==> src/rtl/dmem_arbiter_pkg.sv <==
`default_nettype none
// ----------------------------------------------------------------------------
// dmem_arbiter_pkg : shared types and round-robin helper for dmem_arbiter
// Revision: 1.0
// ----------------------------------------------------------------------------
package dmem_arbiter_pkg;

  typedef enum logic [1:0] {
    ARB    = 2'd0,
    LOCKED = 2'd1,
    BREAK  = 2'd2
  } arb_state_t;

  localparam logic PORT_CORE = 1'b0;
  localparam logic PORT_UART = 1'b1;

  // Grant vector: bit 0 = core, bit 1 = loader. On a tie the port that did
  // not win last time takes the grant.
  function automatic logic [1:0] rr_pick(input logic req_c, input logic req_u, input logic last);
    rr_pick = (req_c && req_u) ? ((last == PORT_UART) ? 2'b01 : 2'b10) : {req_u, req_c};
  endfunction

endpackage
`default_nettype wire

==> src/rtl/dmem_arbiter.sv <==
`default_nettype none
// ----------------------------------------------------------------------------
// dmem_arbiter : round-robin arbiter sharing one data-memory port between the
//                core load/store unit and the UART loader, with watchdog lock.
// Revision: 1.0
// ----------------------------------------------------------------------------
module dmem_arbiter
  import dmem_arbiter_pkg::*;
#(
  parameter int AW       = 32,
  parameter int DW       = 32,
  parameter int LOCK_MAX = 256
) (
  input  logic          clk,
  input  logic          rst_n,

  input  logic          i_req_c,
  input  logic          i_we_c,
  input  logic [AW-1:0] i_addr_c,
  input  logic [DW-1:0] i_wdata_c,
  input  logic [3:0]    i_be_c,
  output logic          o_gnt_c,
  output logic          o_rvalid_c,
  output logic [DW-1:0] o_rdata_c,

  input  logic          i_req_u,
  input  logic          i_we_u,
  input  logic [AW-1:0] i_addr_u,
  input  logic [DW-1:0] i_wdata_u,
  input  logic [3:0]    i_be_u,
  output logic          o_gnt_u,
  output logic          o_rvalid_u,
  output logic [DW-1:0] o_rdata_u,

  input  logic          i_lock_u,
  output logic          o_lock_err,

  output logic          o_mem_en,
  output logic          o_mem_we,
  output logic [AW-1:0] o_mem_addr,
  output logic [DW-1:0] o_mem_wdata,
  output logic [3:0]    o_mem_be,
  input  logic [DW-1:0] i_mem_rdata
);

  localparam int            CW         = $clog2(LOCK_MAX + 1);
  localparam logic [CW-1:0] C_LOCK_LIM = CW'(LOCK_MAX);

  typedef struct packed {
    logic          we;
    logic [AW-1:0] addr;
    logic [DW-1:0] wdata;
    logic [3:0]    be;
  } mem_req_t;

  arb_state_t    r_state, w_state_nxt;
  logic          r_last, w_last_nxt;
  logic [CW-1:0] r_lock_cnt, w_lock_cnt_nxt, w_lock_cnt_inc;
  logic          r_lock_err, w_lock_err_nxt;
  logic          r_rd_pend, r_rd_owner;
  logic [1:0]    w_gnt;
  mem_req_t      w_sel;

  assign w_lock_cnt_inc = r_lock_cnt + CW'(1);

  always_comb begin
    w_gnt          = 2'b00;
    w_state_nxt    = r_state;
    w_lock_cnt_nxt = r_lock_cnt;
    w_lock_err_nxt = r_lock_err;
    case (r_state)
      ARB: begin
        w_gnt = rr_pick(i_req_c, i_req_u, r_last);
        if (i_lock_u) w_state_nxt = LOCKED;
      end
      LOCKED: begin
        w_gnt = {i_req_u, 1'b0};
        // Releasing the lock takes priority over the watchdog firing.
        if (!i_lock_u) begin
          w_state_nxt    = ARB;
          w_lock_cnt_nxt = '0;
        end else if (i_req_c) begin
          w_lock_cnt_nxt = w_lock_cnt_inc;
          if (w_lock_cnt_inc == C_LOCK_LIM) w_state_nxt = BREAK;
        end
      end
      BREAK: begin
        w_gnt          = {1'b0, i_req_c};
        w_lock_err_nxt = 1'b1;
        w_lock_cnt_nxt = '0;
        w_state_nxt    = i_lock_u ? LOCKED : ARB;
      end
      default: begin
        w_state_nxt    = ARB;
        w_lock_cnt_nxt = '0;
      end
    endcase
  end

  always_comb begin
    w_sel = '0;
    case (w_gnt)
      2'b01:   w_sel = '{we: i_we_c, addr: i_addr_c, wdata: i_wdata_c, be: i_be_c};
      2'b10:   w_sel = '{we: i_we_u, addr: i_addr_u, wdata: i_wdata_u, be: i_be_u};
      default: w_sel = '0;
    endcase
  end

  assign w_last_nxt = (|w_gnt) ? w_gnt[1] : r_last;

  always_ff @(posedge clk or negedge rst_n) begin
    if (!rst_n) begin
      r_state    <= ARB;
      r_last     <= PORT_UART;
      r_lock_cnt <= '0;
      r_lock_err <= 1'b0;
      r_rd_pend  <= 1'b0;
      r_rd_owner <= PORT_CORE;
    end else begin
      r_state    <= w_state_nxt;
      r_last     <= w_last_nxt;
      r_lock_cnt <= w_lock_cnt_nxt;
      r_lock_err <= w_lock_err_nxt;
      r_rd_pend  <= (|w_gnt) & ~w_sel.we;
      r_rd_owner <= w_gnt[1];
    end
  end

  // Grants and strobes are forced low while reset is held, since requests
  // may still be asserted by upstream logic that is not yet reset.
  assign o_gnt_c     = w_gnt[0] & rst_n;
  assign o_gnt_u     = w_gnt[1] & rst_n;
  assign o_mem_en    = (|w_gnt) & rst_n;
  assign o_mem_we    = w_sel.we & rst_n;
  assign o_mem_addr  = w_sel.addr;
  assign o_mem_wdata = w_sel.wdata;
  assign o_mem_be    = w_sel.be;

  assign o_rvalid_c  = r_rd_pend & (r_rd_owner == PORT_CORE);
  assign o_rvalid_u  = r_rd_pend & (r_rd_owner == PORT_UART);
  assign o_rdata_c   = i_mem_rdata;
  assign o_rdata_u   = i_mem_rdata;
  assign o_lock_err  = r_lock_err;

endmodule
`default_nettype wire

==> config.mk <==
export PLATFORM = sky130hd
export DESIGN_NAME = dmem_arbiter
export DESIGN_NICKNAME = d
export VERILOG_FILES = /design/src/rtl/dmem_arbiter_pkg.sv /design/src/rtl/dmem_arbiter.sv
export SDC_FILE = /design/constraint.sdc
export NUM_CORES = 1
export LEC_CHECK = 0
export ABC_AREA = 1
export BUFFER_PORTS_ARGS = -buffer_cell sky130_fd_sc_hd__buf_4
export CORE_AREA = 2 2 122 124
export DETAILED_ROUTE_END_ITERATION = 8
export DIE_AREA = 0 0 124 126
export PLACE_DENSITY_LB_ADDON = 0.15
export SYNTH_ARGS = -nofsm -noshare
export SYNTH_HDL_FRONTEND = slang
export SYNTH_SLANG_ARGS = --single-unit
==> constraint.sdc <==
create_clock -name clk -period 2.12 [get_ports clk]
set_clock_uncertainty 0.05 [all_clocks]
set_input_delay 0.106 -clock clk [delete_from_list [all_inputs] [get_ports clk]]
set_output_delay 0.106 -clock clk [all_outputs]
set_load 0.1 [all_outputs]
==> impl_summary.txt <==
----------------------------------------------------
[Worst setup path]
  Crit path buffers/inverters ... 5
  FF-to-FF setup slack ... 0.33 ns
  Crit end category ... output pin
  Critical path class ... reg -> out
  Largest stage delay on the critical path ... 0.38 ns
  Cell chain of the critical path ... inv_2, nand2_2, or2_4, nand3_4, inv_2, ha_4, buf_12, buf_12, a21oi_4, buf_12
  Startpoint class of the critical path ... flip-flop
  End of the worst register-to-register path ... r_state[0]
  Reg2reg path depth ... 12
  Worst-path cell with the longest stage delay ... dfrtp_1
  Reg2reg start ... r_lock_cnt[0]
  Total number of cells along the worst setup path ... 10
  Family with the most delay on the worst path ... buffers and inverters
  Critical path required time ... 1.96 ns
  Crit-path max FO ... 8
  Endpoint of the worst setup timing path ... o_mem_wdata[7]
  Origin of the worst setup path ... r_state[1]
  Arrival @ worst endpoint ... 2.03 ns
  Most prevalent standard cell on the critical path ... buf_12

[CTS]
  Number of levels the H-tree was split into ... 1
  Clk slew on worst S/H paths ... 0.05 ns
  Clock Sinks ... 15
  Buffer levels on the longest clock path ... 2
  Clock latency on the worst-skew pair ... 0.25 ns
  Number of CTS-inserted buffers ... 3
  CTS Root Cell ... clkbuf_16
  CTS tree ... built

[Die]
  Initial core utilization ... 16.4%
  Total die area ... 15600 um^2
  Ports ... 314
  Die X-Extent ... 124 um
  Row count ... 44
  Core Footprint ... 14300 um^2
  Vertical die dimension ... 126 um

[Place]
  Final Wtd Congestion ... 0.809
  Port Buffers ... 217
  Sum of net half-perimeters after detailed placement ... 9.63 mm
  Area of placed instances ... 4750 um^2
  Inst Count DP ... 753
  Post-Place Setup Slack ... 0.0640 ns

[GRT]
  Antenna violations before repair ... 0
  Largest net degree at the start of global routing ... 41
  Overflow left after global routing ... 0
  Global-route wire length before repair ... 17.9 mm
  All-Layer GR Usage ... 14.8%
  Via count of the first global-routing pass ... 3366

[Pwr]
  Portion of total power attributed to sequential cells ... 5.0%
  Sw Pwr ... 4.93 mW
  Combinational cell fraction of total power ... 90.4%
  Internal portion of total power ... 3.38 mW
  Switching share of power ... 59.3%
  Maximum vdd ir drop ... 0.675 mV
  Total chip power ... 8.31 mW
  Clock Power Share ... 4.5%
  Power density over cell area ... 1350 nW/um^2
  Static leakage ... 2.49 nW

[Routing]
  Routed via count ... 3301
  Wire length per cell after detailed routing ... 16.8 um
  Drt first-iter violations ... 49
  DRC ... 0
  Wirelength, routed ... 13.0 mm
  Count of antenna-violating nets left after detailed routing ... 0
  Detailed Routing Iterations Pass 1 ... 4
  Vias/cell ... 4.28

[Logic synthesis]
  Count of warnings emitted by yosys ... 0
  Area share of the largest cell type after synthesis ... 26.9%
  Netlist area before placement ... 2340 um^2
  Post-synthesis sequential element count ... 15
  Total nets after synthesis ... 598
  Sequential share of the synthesized area ... 16.1%
  Number of different library cells in the post-synthesis netlist ... 23
  Avg Inst Size Synth ... 5.60 um^2
  Number of cells produced by synthesis ... 418
  Area contributors post-synth ... nand2_1 27%, buf_4 21%, dfrtp_1 15%
  Area leader, netlist ... nand2_1

[STA]
  Worst slew margin ... 81.2%
  Final-layout worst hold slack ... 0.162 ns
  Final Slew Violations ... 0
  Transition time at the pin with the least slew margin ... 0.281 ns
  Setup repair after global routing missed its margin ... yes
  Final hold viol count ... 0
  Final setup vio count ... 39
  Accumulated negative setup slack ... -1.53 ns
  Post-route worst setup slack ... -0.0663 ns
  Max Clk Rate ... 457 MHz
  Crit share post-route ... 103%
  Shortest period the worst path allows ... 2.19 ns

[Cells and area]
  Filler Cells Inserted ... 1432
  Final standard cell count with taps included and fillers excluded ... 772
  Synth-to-layout area growth ... 163%
  Final net count ... 769
  Ratio of cells with drive above 1 in the final layout ... 64.8%
  Util after Layout ... 43.0%
  Antenna Diode Count ... 0
  Fin area ... 6160 um^2

[Hold path]
  Type of the most critical hold path ... in -> out
  Hold path start ... i_mem_rdata[21]

[Status]
  Status ... finished with violations
  Violated checks ... negative setup slack

[Flow run]
  Max-cap violation count ... 0

----------------------------------------------------
-- what timing repair did --
action	in CTS	in global routing
gates cloned	3	6
gates resized for setup	178	88
setup buffers	3	2
pin swaps	4	15
hold buffers	1	0
hold endpoints to repair	15	0
setup endpoints to repair	69	70
-- logic make-up after synthesis --
group / count (synthesis) / share of synthesized area (%)
flops: 15 / 16.1
simple gates: 204 / 33.7
buf+inv: 109 / 28.1
xor+xnor: 1 / 0.374
compound gates: 84 / 19.1
fa+ha+maj: 5 / 2.67
-- synth_stat cells --
| library cell | n |
|---|---|
| buf_2 | 6 |
| xor2_1 | 1 |
| dfstp_2 | 1 |
| nand3_1 | 13 |
| a32o_1 | 2 |
| clkinv_1 | 1 |
| buf_4 | 64 |
| a22o_1 | 1 |
| nand2_1 | 168 |
| a21oi_1 | 68 |
| inv_1 | 19 |
| dfrtp_1 | 14 |
| o21bai_1 | 1 |
| a31oi_1 | 1 |
| nor2_2 | 1 |
| o21ai_0 | 8 |
| or2_2 | 1 |
| clkbuf_1 | 19 |
| o22ai_2 | 1 |
| ha_1 | 5 |
| o22ai_1 | 2 |
| nor2_1 | 20 |
| nor3_1 | 1 |
-- layer usage --
| metal | up-vias | share of wire [%] | track usage, % |
|---|---|---|---|
| li1 | 1603 | - | - |
| met1 | 1542 | 35 | 16.2 |
| met4 | 0 | 1.5 | 2.71 |
| met3 | 21 | 7.0 | 2.08 |
| met5 | - | 0 | 0 |
| met2 | 135 | 56 | 29.6 |
-- power by group through the flow --
stage / Sequential (mW) / Combinational (mW) / Clock (mW)
after floorplan: 0.483 / 5.08 / 0
after global placement: 0.418 / 5.99 / 0
after detailed placement: 0.418 / 6.02 / 0
after CTS: 0.416 / 7.09 / 0.392
after global routing: 0.428 / 7.81 / 0.400
final: 0.417 / 7.51 / 0.377
-- cell type report --
cell class	instances	area, um^2	share of cell area (%)
clock buffers	4	78.8	1.28
inverters	20	75.1	1.22
multi-input cells	294	2310	37.4
flip-flops and latches	15	377	6.12
well taps	184	230	3.74
repair buffers	255	3090	50.2
-- how the worst min path moves through the flow --
stage                     to  cells past startpoint  slack (ns)
2_1_floorplan     o_lock_err                      0       -0.24
3_5_place_dp      o_lock_err                      1       -0.07
6_report       o_rdata_c[21]                      0        0.16
3_3_place_gp   r_lock_cnt[2]                      1       -0.07
4_1_cts         o_rdata_u[7]                      0        0.16
5_1_grt        o_rdata_c[23]                      0        0.16
-- state kept, by name, summed over array words and instances, names as in the netlist --
signal and cells:
r_last 1, o_lock_err 1, r_lock_cnt 9, r_state 2, r_rd_owner 1, r_rd_pend 1
-- layout by cell type (no fill, tap or decap), types with 3 or more instances in the layout --
master,instances
ha_1,3
nand2_2,29
nand3_1,12
nor2_1,18
inv_1,16
inv_2,3
clkbuf_16,6
buf_6,5
buf_4,160
buf_12,83
nor2_2,3
o21ai_0,8
dfrtp_1,14
nand2_1,126
nand2_4,13
a21oi_4,68
Note: power is estimated with default switching activity, not from simulation.
